File: config.mk
export PLATFORM = sky130hd
export DESIGN_NAME = frame_loader
export DESIGN_NICKNAME = d
export VERILOG_FILES = /design/src/rtl/frame_loader.sv
export SDC_FILE = /design/constraint.sdc
export NUM_CORES = 1
export LEC_CHECK = 0
export CAP_MARGIN = 20
export CORE_ASPECT_RATIO = 2
export CORE_MARGIN = 8
export CORE_UTILIZATION = 49
export DETAILED_ROUTE_END_ITERATION = 10
export PLACE_DENSITY = 0.79
export SETUP_SLACK_MARGIN = 0.02
export SLEW_MARGIN = 20
export SYNTH_ARGS = -nofsm -noshare
export SYNTH_HDL_FRONTEND = slang
export SYNTH_SLANG_ARGS = --single-unit
File: constraint.sdc
create_clock -name Clk -period 3.8 [get_ports Clk]
set_clock_uncertainty 0.1 [all_clocks]
set_input_delay 0.76 -clock Clk [delete_from_list [all_inputs] [get_ports Clk]]
set_output_delay 0.76 -clock Clk [all_outputs]
set_load 0.02 [all_outputs]
File: src/rtl/frame_loader.sv
// Writer side of the pixel frame memory: takes a raster-order pixel stream over
// valid/ready and produces the write strobe, address and data, flagging when a full frame is resident.
module frame_loader #(
   parameter int COL = 40,
   parameter int ROW = 25
) (
   input  logic       Clk,
   input  logic       Reset_n,
   input  logic       Start,
   input  logic       Abort,
   input  logic [7:0] PixIn,
   input  logic       PixValid,
   output logic       PixReady,
   output logic       WE,
   output logic [9:0] WA,
   output logic [7:0] D,
   output logic [6:0] XCnt,
   output logic [5:0] YCnt,
   output logic       Busy,
   output logic       FrameDone,
   output logic       FrameValid
);

   typedef enum logic [1:0] {IDLE = 2'd0, LOAD = 2'd1, DONE = 2'd2} state_t;

   state_t     state_r;
   state_t     state_s;
   logic [9:0] addr_r;
   logic       accept_s;
   logic       last_s;
   logic       enter_load_s;

   // Next-state decode; Abort always takes priority over Start and over a last-pixel accept
   always_comb begin
      state_s      = state_r;
      accept_s     = 1'b0;
      enter_load_s = 1'b0;
      last_s       = (XCnt == 7'(COL - 1)) && (YCnt == 6'(ROW - 1));
      case (state_r)
         IDLE: begin
            if (Abort) begin
               state_s = IDLE;
            end else if (Start) begin
               state_s      = LOAD;
               enter_load_s = 1'b1;
            end else begin
               state_s = IDLE;
            end
         end
         LOAD: begin
            if (Abort) begin
               state_s = IDLE;
            end else if (PixValid && PixReady) begin
               accept_s = 1'b1;
               if (last_s) begin
                  state_s = DONE;
               end else begin
                  state_s = LOAD;
               end
            end else begin
               state_s = LOAD;
            end
         end
         DONE: begin
            if (Abort) begin
               state_s = IDLE;
            end else if (Start) begin
               state_s      = LOAD;
               enter_load_s = 1'b1;
            end else begin
               state_s = DONE;
            end
         end
         default: begin
            state_s = IDLE;
         end
      endcase
   end

   // State register and registered status outputs, all derived from the next state
   always_ff @(posedge Clk) begin
      if (!Reset_n) begin
         state_r    <= IDLE;
         PixReady   <= 1'b0;
         Busy       <= 1'b0;
         WE         <= 1'b0;
         FrameDone  <= 1'b0;
         FrameValid <= 1'b0;
      end else begin
         state_r    <= state_s;
         PixReady   <= (state_s == LOAD);
         Busy       <= (state_s == LOAD);
         WE         <= accept_s;
         FrameDone  <= accept_s && (state_s == DONE);
         FrameValid <= (state_s == DONE);
      end
   end

   // Memory write address/data capture; held between accepts
   always_ff @(posedge Clk) begin
      if (!Reset_n) begin
         WA <= 10'd0;
         D  <= 8'd0;
      end else if (accept_s) begin
         WA <= addr_r;
         D  <= PixIn;
      end else begin
         WA <= WA;
         D  <= D;
      end
   end

   // Raster position and linear address of the next pixel
   always_ff @(posedge Clk) begin
      if (!Reset_n) begin
         addr_r <= 10'd0;
         XCnt   <= 7'd0;
         YCnt   <= 6'd0;
      end else if (enter_load_s) begin
         addr_r <= 10'd0;
         XCnt   <= 7'd0;
         YCnt   <= 6'd0;
      end else if (accept_s) begin
         addr_r <= addr_r + 10'd1;
         if (last_s) begin
            XCnt <= 7'd0;
            YCnt <= 6'd0;
         end else if (XCnt == 7'(COL - 1)) begin
            XCnt <= 7'd0;
            YCnt <= YCnt + 6'd1;
         end else begin
            XCnt <= XCnt + 7'd1;
            YCnt <= YCnt;
         end
      end else begin
         addr_r <= addr_r;
         XCnt   <= XCnt;
         YCnt   <= YCnt;
      end
   end

endmodule

### After elaboration in Yosys (flattened, before gate mapping)

Cells that the tools add are included.

| storage, ports and cells | value |
|---|---|
| register bits | 47 |
| bits in latches | 0 |
| bits in writable memories | 0 |
| memory bits (read-only) | 0 |
| input port bits | 13 |
| memories kept | 0 |

| operators by class | value |
|---|---|
| $add $sub $neg | 3 |
| multiply operators | 0 |
| div/mod/pow operators | 0 |
| magnitude comparators | 0 |
| eq/ne operators | 6 |
| shifts and indexed selects | 0 |
| mux-type cells | 18 |
| bitwise logic cells | 1 |
| reductions and logical operators | 8 |

Operators by type and width:

| operator | count |
|---|---|
| 2-to-1 mux 7 bit | 2 |
| 2-to-1 mux 6 bit | 2 |
| adder 10 x 1 -> 10 bit, second input constant | 1 |
| 2-to-1 mux 2 bit | 5 |
| 2-to-1 mux 1 bit | 8 |
| adder 7 x 1 -> 7 bit, second input constant | 1 |
| equality test 7 x 6 -> 1 bit, second input constant | 1 |
| adder 6 x 1 -> 6 bit, second input constant | 1 |
| equality test 6 x 5 -> 1 bit, second input constant | 1 |
| one-hot mux 2 bit (3 select lines) | 1 |
| equality test 2 x 1 -> 1 bit, second input constant | 2 |
| equality test 2 bit, second input constant | 2 |
| OR reduction 2 bit | 2 |
| logical AND 1 bit | 3 |
| logical NOT 2 bit | 1 |
| AND reduction 2 bit | 1 |
| nonzero test 2 bit | 1 |
| NOT 1 bit | 1 |

### Logic depth before layout (Yosys ltp)

Gate-level depths: netlist (run 1).

| depth | value |
|---|---|
| depth after elaboration | 8 |
| depth in mapped cells | 6 |

### Least setup slack after synthesis (run 1)

Ideal clock, no wire load.

| timing path | value |
|---|---|
| path kind | in2reg |
| from | in PixValid |
| to | reg YCnt[2] |
| setup time | 67 ps |
| data arrival time | 1869 ps |
| path slack | 1763 ps |
| stages on the path | 6 |
| path buffers | 2 |
| path through | and3_1 > buf_6 > nand4_2 > buf_6 > or4_4 > a21oi_2 |

| on the way | value |
|---|---|
| cells in the longest elaborated chain, start to end | 5 |

RTL lines:

| element | RTL line | source |
|---|---|---|
| start, declared | 12 | `input logic PixValid,` |
| logical AND 1 bit | 53 | `end else if (PixValid && PixReady) begin` |
| 2-to-1 mux 1 bit | 53 |  |
| 2-to-1 mux 1 bit | 51 | `if (Abort) begin` |
| 2-to-1 mux 1 bit | 39 | `case (state_r)` |
| AND reduction 2 bit (no source line) | -- |  |
| end signal, assigned | 130 | `YCnt <= YCnt + 6'd1;` |
| end signal, assigned | 133 | `YCnt <= YCnt;` |
| end signal, assigned | 138 | `YCnt <= YCnt;` |
| end, declared | 18 | `output logic [5:0] YCnt,` |

Every way passes these cells.
A chain may end at the register's enable or synchronous reset.

### Worst setup path after layout (run 1)

| timing path | value |
|---|---|
| from | in PixValid |
| to | reg YCnt[5] |

Same word-level chain as after synthesis.

==> flow_metrics.py, run 1 <==
metrics = {
    "grt": {
        "grt_max_degree": 25,
        "grt_remaining_overflow": 0,
        "antenna_found_initial": 0,
        "grt_pass1_wl_um": 8030,
        "grt_pass1_vias": 1758,
        "grt_use_total_pct": 15.6,
    },
    "cts": {
        "clk_latency_ps": 290,
        "clock_path_buffers": 2,
        "root_buffer": "clkbuf_8",
        "clk_pin_slew_ps": 80,
        "clock-sinks": 47,
        "post-cts-setup-buffers": 0,
        "cts.htree.levels": 2,
        "cts_resized": 0,
        "cts_tree": "yes",
        "cts_buffers": 5,
        "hold_buffers": 0,
    },
    "synthesis": {
        "synthTopCellsByCount": "52 x nand2_1, 47 x dfxtp_1, 17 x a21boi_1",
        "synth_nets": 252,
        "synth.avg_cell_area_um2": 8.66,
        "ys_ff_latch": 47,
        "yosysUniqueCellTypes": 38,
        "yosys.area.top_type_share_pct": 46.2,
        "synth_edf_count": 0,
        "yosys-top-cells-area": "dfxtp_1 46%, nand2_1 9.6%, a21boi_1 6.3%",
        "syn_area_um2": 2040,
        "yosysSeqAreaShare_pct": 46.2,
        "async_reset_ff_share_pct": 0,
        "synthCells": 235,
        "yosys_warnings": 0,
        "synth_most_common_cell": "nand2_1",
        "yosys.area.top_type": "dfxtp_1",
        "synth_flop_cell": "dfxtp_1",
    },
    "timing": {
        "fin_tns_setup_ps": 0,
        "fmax_mhz": 395,
        "tightest_slew_ps": 664,
        "period_share_pct": 66.6,
        "rsz0062_at_grt": "no",
        "drv_slew": 0,
        "finalHoldViolCount": 0,
        "setup_viol_count_final": 0,
        "timing.final.crit_period_ps": 2530,
        "slew_headroom_pct": 55.6,
    },
    "detailed_routing": {
        "num_vias": 1794,
        "routed_wl_um": 4920,
        "m1WireLength_um": 1770,
        "top_layer": "met4",
        "route.detailed.drc": 0,
        "dr.pass1.iters": 4,
        "vias_per_cell": 5.37,
        "ant_nets": 0,
        "wl_met3_um": 151,
        "wl_per_cell_um": 14.7,
        "dr_wl_met2_um": 2900,
        "drt_iter0_drc": 40,
    },
    "setup_path": {
        "cp_max_fo": 11,
        "setup.worst_path.end_class": "flop",
        "critPathArrivalTime_ps": 2660,
        "critPathLaunchType": "input pin",
        "path_class": "in2reg",
        "required_ps": 3930,
    },
    "place": {
        "io_buffers": 48,
        "gp_congestion": 0.856,
        "placed_cells": 327,
        "hpwl_um": 3720,
    },
    "die": {
        "die_h_um": 107,
        "rows": 33,
        "pin_count": 49,
        "die_w_um": 61.6,
        "coreArea_um2": 4050,
        "dieArea_um2": 6600,
        "initial_core_util_pct": 50.3,
    },
    "run": {
        "drv_cap": 0,
    },
    "power_and_ir_drop": {
        "p_per_area_nw_per_um2": 317,
        "vdd_drop_max_mv": 0.243,
        "p_leak_nw": 0.884,
    },
    "final_layout": {
        "fillerInstances": 368,
        "num_antenna_cells": 0,
        "stdcell_count": 334,
        "nets": 299,
        "syn_to_final_growth_pct": 29.6,
        "drive_gt1_share_pct": 6.03,
    },
    "outcome": {
        "outcome": "completed",
    },
    "hold_path": {
        "holdCritPathClass": "reg2reg",
    },
}
final timing paths:
| check | from | endpoint | slack, ps | cells after the start |
|---|---|---|---|---|
| max | PixValid | YCnt[5] | 1270 | 5 |
| min | D[4] | D[4] | 350 | 2 |
| max reg2reg | state_r[0] | YCnt[5] | 1730 | 4 |
| min reg2reg | D[4] | D[4] | 350 | 2 |
routing by layer:
layer  up-vias  GRT usage, %
li1        900             -
met1       852          15.1
met2        32          29.2
met3        10          3.00
met4         0          7.06
met5         -             0
through the flow:
step                area, um^2  setup WS (ps)  utilization [%]  hold WS (ps)  power [mW]
floorplan                 2040           1760                -           336       0.524
global placement          2550           1060             63.0           340       0.546
detailed placement        2550            986             63.0           345       0.547
CTS                       2640           1280             65.2           355       0.839
global route              2640           1160             65.2           386       0.866
finish                    2640           1270             65.2           354       0.835
sequential cells by signal, summed over array words and instances (netlist names):
signal      count
FrameDone       1
WA             10
YCnt            6
D               8
addr_r         10
FrameValid      1
WE              1
XCnt            7
state_r         2
Busy            1
power by group:
part	internal [mW]	switching, mW	total, mW
logic	0.0206	0.0194	0.0400
clock network	0.143	0.157	0.300
registers	0.493	0.00184	0.495
worst max-delay path: stages:
cell	delay (ps)
clkdlybuf4s50_1	490
and3_1	400
nand4_2	290
or4_1	570
a21oi_1	150
final cells by class:
cell class / instances / area [um^2] / share of cell area [%]
Sequential cell: 47 / 941 / 35.7
Multi-Input combinational cell: 172 / 1020 / 38.6
Clock buffer: 6 / 82.6 / 3.13
Tap cell: 52 / 65.1 / 2.47
Timing Repair Buffer: 52 / 510 / 19.3
Inverter: 4 / 15.0 / 0.569
Clock inverter: 1 / 5.00 / 0.190
layout by cell type, fill, tap and decap left out, drive strengths merged, types with 5 or more instances in the layout:
cell type	netlist	layout
a21boi	19	19
a21oi	13	13
clkbuf	8	6
clkdlybuf4s50	0	48
dfxtp	47	47
nand2	52	52
nand3	9	9
nand4	7	7
nor2	17	17
o21ai	8	8
or4	5	5
xor2	7	7
cells by family after synthesis:
family | after synthesis | share of synthesized area, %
AND/OR/NAND/NOR | 111 | 27.9
AO/OA/AOI/OAI | 47 | 15.2
flip-flops | 47 | 46.2
adder cells (fa/ha/maj) | 4 | 2.46
XOR/XNOR | 10 | 4.30
buffers and inverters | 16 | 3.93
Power figures use the tool's default switching activity.
==> inputs of run 2 (changes only) <==
Clock period 3.8 ns to 2.6 ns, I/O delays scaled along.
==> run 2 against run 1 <==
Compared with the run above:
- cell count up 1.5%
- register-to-register slack got worse by 1100 ps
- critical path depth is the same
- sequential share of layout area shrank 0.50 points
- largest cell class unchanged
==> flow_metrics.py, run 2 (synthesized netlist as in run 1, its figures left out) <==
metrics = {
    "detailed_routing": {
        "route.detailed.drc": 0,
        "wl_per_cell_um": 14.6,
        "drt_iter0_drc": 39,
        "ant_nets": 0,
        "dr.pass1.iters": 4,
        "num_vias": 1795,
        "vias_per_cell": 5.29,
        "routed_wl_um": 4950,
    },
    "timing": {
        "rsz0062_at_grt": "no",
        "fin_tns_setup_ps": 0,
        "timing.final.crit_period_ps": 2170,
        "tightest_slew_ps": 691,
        "period_share_pct": 83.4,
        "setup_slack_ps": 431,
        "slew_headroom_pct": 53.7,
        "drv_slew": 0,
        "finalHoldViolCount": 0,
        "hold-worst-slack_ps": 354,
        "setup_viol_count_final": 0,
        "fmax_mhz": 461,
    },
    "cts": {
        "post-cts-setup-buffers": 0,
        "cts_tree": "yes",
        "clk_pin_slew_ps": 80,
        "clock-sinks": 47,
        "clock_path_buffers": 2,
        "cts_resized": 0,
        "cts_buffers": 5,
        "clk_latency_ps": 290,
        "root_buffer": "clkbuf_8",
        "hold_buffers": 0,
        "cts.htree.levels": 2,
    },
    "power_and_ir_drop": {
        "p_per_area_nw_per_um2": 454,
        "power_mw": 1.21,
        "p_leak_nw": 0.908,
        "vdd_drop_max_mv": 0.591,
    },
    "place": {
        "gp_congestion": 0.899,
        "post-place-ws_ps": 133,
        "hpwl_um": 3870,
        "io_buffers": 48,
    },
    "die": {
        "die_h_um": 107,
        "pin_count": 49,
        "rows": 33,
        "initial_core_util_pct": 50.3,
        "coreArea_um2": 4050,
        "dieArea_um2": 6600,
        "die_w_um": 61.6,
    },
    "final_layout": {
        "num_antenna_cells": 0,
        "drive_gt1_share_pct": 7.67,
        "top_regs": "WA: 10 flops, addr_r: 10 flops, D: 8 flops",
        "finalCoreUtilization_pct": 66.1,
        "nets": 304,
        "mostFrequentLayoutCells": "52 x nand2_1, 48 x clkdlybuf4s50_1, 47 x dfxtp_1, 17 x a21boi_1, 16 x nor2_1",
        "fillerInstances": 383,
        "final_common_cell": "nand2_1",
        "syn_to_final_growth_pct": 31.5,
    },
    "setup_path": {
        "critPathArrivalTime_ps": 2290,
        "reg2reg_setup_slack_ps": 660,
        "crit_chain": "clkdlybuf4s50_1, and3_1, nand4_2, or4_1, a21oi_1",
        "path_delay_family": "simple AND/OR/NAND/NOR gates",
        "setup.worst_path.end_class": "flop",
        "reg2reg_to": "YCnt[5]",
        "crit_buf_inv": 1,
        "cp_max_fo": 11,
        "path_class": "in2reg",
        "critPathLaunchType": "input pin",
        "reg2reg_from": "state_r[0]",
        "slowest_delay_ps": 560,
        "required_ps": 2720,
        "cp_slowest_cell": "or4_1",
        "r2r_cells": 4,
    },
    "hold_path": {
        "min_to": "WA[9]",
        "hold_depth": 2,
        "holdCritPathClass": "reg2reg",
        "holdCritStartpoint": "WA[9]",
    },
    "grt": {
        "grt_pass1_wl_um": 8190,
        "grt_pass1_vias": 1775,
        "antenna_found_initial": 0,
        "grt_remaining_overflow": 0,
        "grt_use_total_pct": 16.0,
        "grt_max_degree": 22,
    },
    "outcome": {
        "outcome": "completed",
    },
    "run": {
        "drv_cap": 0,
    },
}
==> run 2: where the power goes <==
part | leakage [nW] | internal (mW) | switching [mW] | total [mW]
sequential | 0.379 | 0.721 | 0.00259 | 0.724
combinational | 0.483 | 0.0320 | 0.0287 | 0.0607
clock | 0.0470 | 0.209 | 0.221 | 0.430
total | 0.908 | 0.962 | 0.252 | 1.21
==> run 2: worst max path at each step <==
stage,startpoint,to,slack (ps),cells after the start
2_1_floorplan,XCnt[0],YCnt[2],710,6
3_3_place_gp,PixValid,YCnt[5],170,5
3_5_place_dp,PixValid,YCnt[5],130,5
4_1_cts,PixValid,YCnt[5],430,5
5_1_grt,PixValid,YCnt[5],320,5
6_report,PixValid,YCnt[5],430,5
==> run 2: cell type report <==
type,instances,area (um^2),share of cell area [%]
timing repair buffer,57,548,20.5
multi-input combinational,172,1020,38.1
clock inverter,1,5.00,0.187
clock buffer,6,82.6,3.09
tap,52,65.1,2.43
inverter,4,15.0,0.561
sequential,47,941,35.2
==> run 2: metal layers <==
layer,global-route usage [%],vias up,wire [um]
met5,0,-,0
met2,30.1,26,2910
met4,5.91,0,86
li1,-,917,-
met3,3.24,7,138
met1,15.8,845,1820
==> run 2: per-stage QoR <==
| step | cells | cell area, um^2 |
|---|---|---|
| 2_1_floorplan | 235 | 2040 |
| 3_3_place_gp | 332 | 2590 |
| 3_5_place_dp | 332 | 2590 |
| 4_1_cts | 339 | 2680 |
| 5_1_grt | 339 | 2680 |
| 6_report | 339 | 2680 |
==> run 2: worst reg2reg max path, stage by stage (launching register included) <==
cell and delay [ps]:
dfxtp_1 460, and3_1 350, nand4_2 260, or4_1 560
a21oi_1 140
